$ cat config.mk
export PLATFORM = sky130hd
export DESIGN_NAME = divisor_flotante_secuencial
export DESIGN_NICKNAME = d
export VERILOG_FILES = /design/src/rtl/divisor_flotante_secuencial.sv
export SDC_FILE = /design/constraint.sdc
export NUM_CORES = 1
export LEC_CHECK = 0
export ABC_AREA = 0
export ABC_CLOCK_PERIOD_IN_PS = 7000
export CORE_ASPECT_RATIO = 0.8
export CORE_MARGIN = 2
export CORE_UTILIZATION = 50
export DETAILED_ROUTE_END_ITERATION = 8
export PLACE_DENSITY = 0.74
export RECOVER_POWER = 100
export SLEW_MARGIN = 20
export SYNTH_ARGS = -nofsm -noshare
export SYNTH_HDL_FRONTEND = slang
export SYNTH_SLANG_ARGS = --single-unit
$ cat constraint.sdc
create_clock -name i_clk -period 7 [get_ports i_clk]
set_input_delay 2.1 -clock i_clk [delete_from_list [all_inputs] [get_ports i_clk]]
set_output_delay 2.1 -clock i_clk [all_outputs]
set_load 0.01 [all_outputs]
$ cat src/rtl/divisor_flotante_secuencial.sv
// Sequential GP02 mini-float divider: exponent subtract/re-bias plus a restoring
// significand divider producing one quotient bit per clock.
module divisor_flotante_secuencial #(
  parameter int unsigned NB_EXP  = 4,
  parameter int unsigned NB_MANT = 3,
  parameter int unsigned BIAS    = 7
) (
  input  logic                      i_clk,
  input  logic                      i_rst_n,
  input  logic                      i_start,
  input  logic [NB_EXP+NB_MANT:0]   i_dividendo,
  input  logic [NB_EXP+NB_MANT:0]   i_divisor,
  output logic                      o_busy,
  output logic                      o_valid,
  output logic [NB_EXP+NB_MANT:0]   o_cociente,
  output logic                      o_div_zero,
  output logic                      o_overflow,
  output logic                      o_underflow
);

  localparam int unsigned NbWord = NB_EXP + NB_MANT + 1;
  localparam int unsigned NbQ    = NB_MANT + 2;
  localparam int unsigned NbCnt  = $clog2(NbQ + 1);
  localparam int unsigned NbE    = NB_EXP + 2;

  localparam logic [NbCnt-1:0]      LastIter = NbCnt'(NbQ - 1);
  localparam logic signed [NbE-1:0] BiasS    = NbE'(BIAS);

  typedef enum logic [1:0] {StIdle, StCalc, StNorm} state_e;

  state_e                state_q;
  logic                  sign_q;
  logic [NB_EXP-1:0]     ea_q;
  logic [NB_EXP-1:0]     eb_q;
  logic [NB_MANT:0]      mb_q;
  logic [NbQ-1:0]        rem_q;
  logic [NbQ-1:0]        q_q;
  logic [NbCnt-1:0]      cnt_q;
  logic                  busy_q;
  logic                  valid_q;
  logic [NbWord-1:0]     cociente_q;
  logic                  div_zero_q;
  logic                  overflow_q;
  logic                  underflow_q;

  logic                  rem_ge;
  logic [NbQ-1:0]        rem_sub;
  logic [NbQ-1:0]        rem_d;
  logic [NbQ-1:0]        q_d;
  logic                  adj;
  logic [NB_MANT-1:0]    mant_n;
  logic signed [NbE-1:0] e_calc;
  logic [NbWord-1:0]     result_d;
  logic                  div_zero_d;
  logic                  overflow_d;
  logic                  underflow_d;

  // One restoring step; rem_sub < MB < 2^(NB_MANT+1), so the shift never loses a set bit.
  always_comb begin
    rem_ge  = rem_q >= {1'b0, mb_q};
    rem_sub = rem_ge ? (rem_q - {1'b0, mb_q}) : rem_q;
    rem_d   = {rem_sub[NbQ-2:0], 1'b0};
    q_d     = {q_q[NbQ-2:0], rem_ge};
  end

  always_comb begin
    adj    = ~q_q[NbQ-1];
    mant_n = q_q[NbQ-1] ? q_q[NB_MANT:1] : q_q[NB_MANT-1:0];
    e_calc = $signed({2'b00, ea_q}) - $signed({2'b00, eb_q}) + BiasS
             - $signed({{(NbE-1){1'b0}}, adj});

    result_d    = {sign_q, {NB_EXP{1'b0}}, {NB_MANT{1'b0}}};
    div_zero_d  = 1'b0;
    overflow_d  = 1'b0;
    underflow_d = 1'b0;
    if (eb_q == '0) begin
      div_zero_d = 1'b1;
      result_d   = {sign_q, {NB_EXP{1'b1}}, {NB_MANT{1'b1}}};
    end else if (ea_q == '0) begin
      result_d = {sign_q, {NB_EXP{1'b0}}, {NB_MANT{1'b0}}};
    end else if (!e_calc[NbE-1] && e_calc[NB_EXP]) begin
      // Positive and at least 2^NB_EXP: beyond the largest exponent code.
      overflow_d = 1'b1;
      result_d   = {sign_q, {NB_EXP{1'b1}}, {NB_MANT{1'b1}}};
    end else if (e_calc[NbE-1] || (e_calc == '0)) begin
      underflow_d = 1'b1;
      result_d    = {sign_q, {NB_EXP{1'b0}}, {NB_MANT{1'b0}}};
    end else begin
      result_d = {sign_q, e_calc[NB_EXP-1:0], mant_n};
    end
  end

  always_ff @(posedge i_clk) begin
    if (!i_rst_n) begin
      state_q     <= StIdle;
      sign_q      <= 1'b0;
      ea_q        <= '0;
      eb_q        <= '0;
      mb_q        <= '0;
      rem_q       <= '0;
      q_q         <= '0;
      cnt_q       <= '0;
      busy_q      <= 1'b0;
      valid_q     <= 1'b0;
      cociente_q  <= '0;
      div_zero_q  <= 1'b0;
      overflow_q  <= 1'b0;
      underflow_q <= 1'b0;
    end else begin
      valid_q <= 1'b0;
      unique case (state_q)
        StIdle: begin
          if (i_start) begin
            sign_q      <= i_dividendo[NbWord-1] ^ i_divisor[NbWord-1];
            ea_q        <= i_dividendo[NbWord-2:NB_MANT];
            eb_q        <= i_divisor[NbWord-2:NB_MANT];
            mb_q        <= {1'b1, i_divisor[NB_MANT-1:0]};
            rem_q       <= {2'b01, i_dividendo[NB_MANT-1:0]};
            q_q         <= '0;
            cnt_q       <= '0;
            busy_q      <= 1'b1;
            div_zero_q  <= 1'b0;
            overflow_q  <= 1'b0;
            underflow_q <= 1'b0;
            state_q     <= StCalc;
          end
        end
        StCalc: begin
          rem_q <= rem_d;
          q_q   <= q_d;
          cnt_q <= cnt_q + 1'b1;
          if (cnt_q == LastIter) begin
            state_q <= StNorm;
          end
        end
        StNorm: begin
          cociente_q  <= result_d;
          div_zero_q  <= div_zero_d;
          overflow_q  <= overflow_d;
          underflow_q <= underflow_d;
          valid_q     <= 1'b1;
          busy_q      <= 1'b0;
          state_q     <= StIdle;
        end
        default: state_q <= StIdle;
      endcase
    end
  end

  assign o_busy      = busy_q;
  assign o_valid     = valid_q;
  assign o_cociente  = cociente_q;
  assign o_div_zero  = div_zero_q;
  assign o_overflow  = overflow_q;
  assign o_underflow = underflow_q;

endmodule
==> summary.txt <==
================================================================================
Avg Cell Area, Syn                                                      8.80 µm²
Cells after Synth                                                            254
Vias in the first global route                                             1,696
Half-perimeter wire length after placement                               3.34 mm
Detail-routed via count per cell                                            5.29
Maximum clock skew at final layout                                    0.00853 ns
Total CTS buffers                                                              5
Distinct cell type count of the synthesized netlist                           47
Dominant combinational cell family by area after synthesis          compound AO/OA/AOI/OAI gates
Data required time at the worst endpoint                                 7.23 ns
Worst-case register-to-register setup slack                              3.88 ns
Mapped cell area                                                        2230 µm²
Total DRC errors in the routed layout                                          0
RR Endpoint                                                         o_cociente[1]$_SDFFE_PN0P_
Site row count                                                                21
Mux share of post-synthesis cell area                                     0.0319
Synth warn                                                                     0
Share of power burned in the clock network                                 0.275
Switching power share of the total                                         0.310
Synthesized-area fraction occupied by and/or/nand/nor cells                0.204
Fraction of registers with async set or reset after synthesis                  0
Number of clock sinks                                                         41
Routed wire length                                                       4.63 mm
Internal power summed over all cells                                  0.000393 W
Met2 Use GR                                                                0.291
Maximum number of pins on one net before global-route repair                  38
Later-pin clock latency in the skew report                               0.30 ns
Layout fillers                                                               371
Num ports                                                                     32
Most area-hungry cell type in the Yosys netlist                          dfxtp_1
DIE WIDTH                                                                78.7 µm
Final-report max-slew violation count                                          0
Total global-route track usage                                             0.205
Final Wtd Congestion                                                       0.762
Category of the worst setup path capture point                          register
Most common cell in the netlist                                          dfxtp_1
Critical path class                                                    in -> reg
Clock transition at path regs                                            0.08 ns
Number of nets in the layout                                                 319
Post-layout minimum cycle time                                           4.08 ns
Post-synth EDFFs                                                               0
Classification of the worst-slack hold path                           reg -> reg
Final worst-path cycle share                                               0.583
Most Used Layer, Global Route                                               met1
Post-CTS resize count                                                          0
Max-capacitance violation count                                                0
Number of setup buffers added after CTS                                        0
CTS tree                                                                   built
Element type at the critical path start                                input pin
Die footprint                                                           5020 µm²
Launch point of the worst reg-to-reg path                           ea_q[0]$_SDFFE_PN0P_
Leak pwr                                                                 1.08 nW
Utilization after layout                                                   0.628
Core region area                                                        4230 µm²
Met3 usage in global routing                                              0.0480
Detail-routed net length per standard cell                               13.6 µm
Detailed-route via count                                                   1,800
Final Hold Viols                                                               0
Post-synthesis net count                                                     290
Buffer cell driving the clock tree root                                 clkbuf_8
Largest fanout of any net on the critical path                                37
Final TNS setup                                                             0 ns
Initial DRT Pass Iterations                                                    4
Number of H-tree levels                                                        2
Data arrival time of the critical path                                   4.31 ns
Total power density per cell area                                     214 nW/µm²
Fraction of final layout cells with drive strength greater than 1         0.0707
Fmax                                                                     245 MHz
First-iteration detailed-routing DRC count                                    75
Count of nets left with antenna violations after detail routing                0
Run status                                                             completed
Residual overflow from global routing                                          0
Top FF cell, synth                                                       dfxtp_1
Worst ir drop on vdd                                                  0.000130 V
Hold Buf Count CTS                                                             0
Part of the power in registers                                             0.445
Most common library cells after synthesis                           41 x dfxtp_1, 40 x nand2_1, 18 x inv_1
Die boundary height                                                      63.8 µm
Area fraction of the dominant cell type after synthesis                    0.367
Ranking of synthesized cells by area                                dfxtp_1 37%, ha_1 7.8%, nand2_1 6.7%
Endpoint of the most critical setup path                            o_cociente[5]$_SDFFE_PN0P_
Flops & latches, synth                                                        41
Total of buffers placed on input and output ports                             31
Normalized max-slew margin                                                0.0892
Maximum number of buffers from clock root to sink                              2
Area growth from synthesis to layout                                       18.9%
# setup viols final                                                            0
Number of antenna cells inserted                                               0
Part of the total power dissipated in combinational logic                  0.280
Antenna violations before repair                                               0
Worst Tran Pin Value                                                     1.37 ns
Adder-cell share of the synthesized area                                   0.105
Starting density of the core                                               0.528
Setup repair after global routing missed its margin                        false
Synth Area in Compound Gates                                               0.212
Met1 usage                                                                 0.303
Power spent charging and discharging nets                             0.000176 W
Xor-xnor portion of the synthesized cell area                             0.0269
Sequential cell area fraction in the yosys report                          0.367
Global-route wire length before repair                                   8.03 mm
Cell count of the worst reg-to-reg path                                       11
Worst setup path startpoint                                              i_rst_n
================================================================================
-- cells in the final DEF, fill, tap and decap left out, types with 5 or more instances in the layout --
cell type	Yosys	layout
o21ai_0	8	9
nor2_1	15	15
clkdlybuf4s50_1	0	17
nand2b_1	5	5
mux2i_1	6	6
a21oi_1	10	10
dlygate4sd3_1	0	14
a21boi_0	13	18
nor2b_1	6	6
inv_1	18	18
clkbuf_8	0	6
ha_1	14	14
nand3_1	9	9
nand2_1	40	40
dfxtp_1	41	41
-- state kept, by name (all words and copies together) (netlist names) --
signal and flops:
q_q 5, sign_q 1, eb_q 4, o_overflow 1, mb_q 4, cnt_q 3, o_div_zero 1, state_q 2
ea_q 4, o_underflow 1, o_busy 1, rem_q 5, o_cociente 8, o_valid 1
-- kinds of logic after synthesis --
logic type      count (synthesis)
simple gates                   89
compound gates                 65
flops                          41
buf+inv                        29
fa+ha+maj                      17
mux                             7
xor+xnor                        6
-- critical path, stage by stage --
cell	delay, ns
dlygate4sd3_1	0.52
clkbuf_1	0.99
o21ai_0	0.48
nor2_1	0.22
-- metrics by stage --
step,hold WS (ns),setup slack (ns),area [µm²],std cells,power [W]
after global placement,0.449,3.37,2580,333,0.000414
after floorplan,0.441,4.14,2230,254,0.000379
after global routing,0.492,2.66,2660,340,0.000604
final,0.468,2.92,2660,340,0.000569
after detailed placement,0.459,3.32,2580,333,0.000417
after CTS,0.470,3.64,2670,340,0.000573
-- cell type report --
type	count	area, µm²	area share
clock buffer	7	86.3	0.0325
timing repair buffer	33	322	0.121
multi-input combinational	184	1290	0.485
sequential	41	821	0.309
tap	57	71.3	0.0268
inverter	18	67.6	0.0254
-- routing by layer --
metal	up-vias	part of all wire
li1	933	-
met1	831	0.53
met2	28	0.41
met3	8	0.044
met4	0	0.015
met5	-	0
-- power groups by stage --
| stage | Clock [W] | Sequential (W) | Combinational, W |
|---|---|---|---|
| finish | 0.000157 | 0.000253 | 0.000159 |
| global route | 0.000173 | 0.000255 | 0.000177 |
| CTS | 0.000161 | 0.000253 | 0.000160 |
| detailed placement | 0 | 0.000259 | 0.000158 |
| floorplan | 0 | 0.000257 | 0.000123 |
| global placement | 0 | 0.000259 | 0.000156 |
-- worst min path at each step --
| stage | start | endpoint | slack [ns] | depth (start not counted) |
|---|---|---|---|---|
| after floorplan | mb_q[3]$_SDFFE_PN0P_ | mb_q[3]$_SDFFE_PN0P_ | 0.44 | 1 |
| after global placement | mb_q[3]$_SDFFE_PN0P_ | mb_q[3]$_SDFFE_PN0P_ | 0.45 | 1 |
| after detailed placement | mb_q[2]$_SDFFE_PN0P_ | mb_q[2]$_SDFFE_PN0P_ | 0.46 | 2 |
| after CTS | rem_q[4]$_SDFFE_PN0P_ | rem_q[4]$_SDFFE_PN0P_ | 0.47 | 2 |
| after global routing | mb_q[2]$_SDFFE_PN0P_ | mb_q[2]$_SDFFE_PN0P_ | 0.49 | 2 |
| final | rem_q[4]$_SDFFE_PN0P_ | rem_q[4]$_SDFFE_PN0P_ | 0.47 | 2 |
Power figures use the tool's default switching activity.
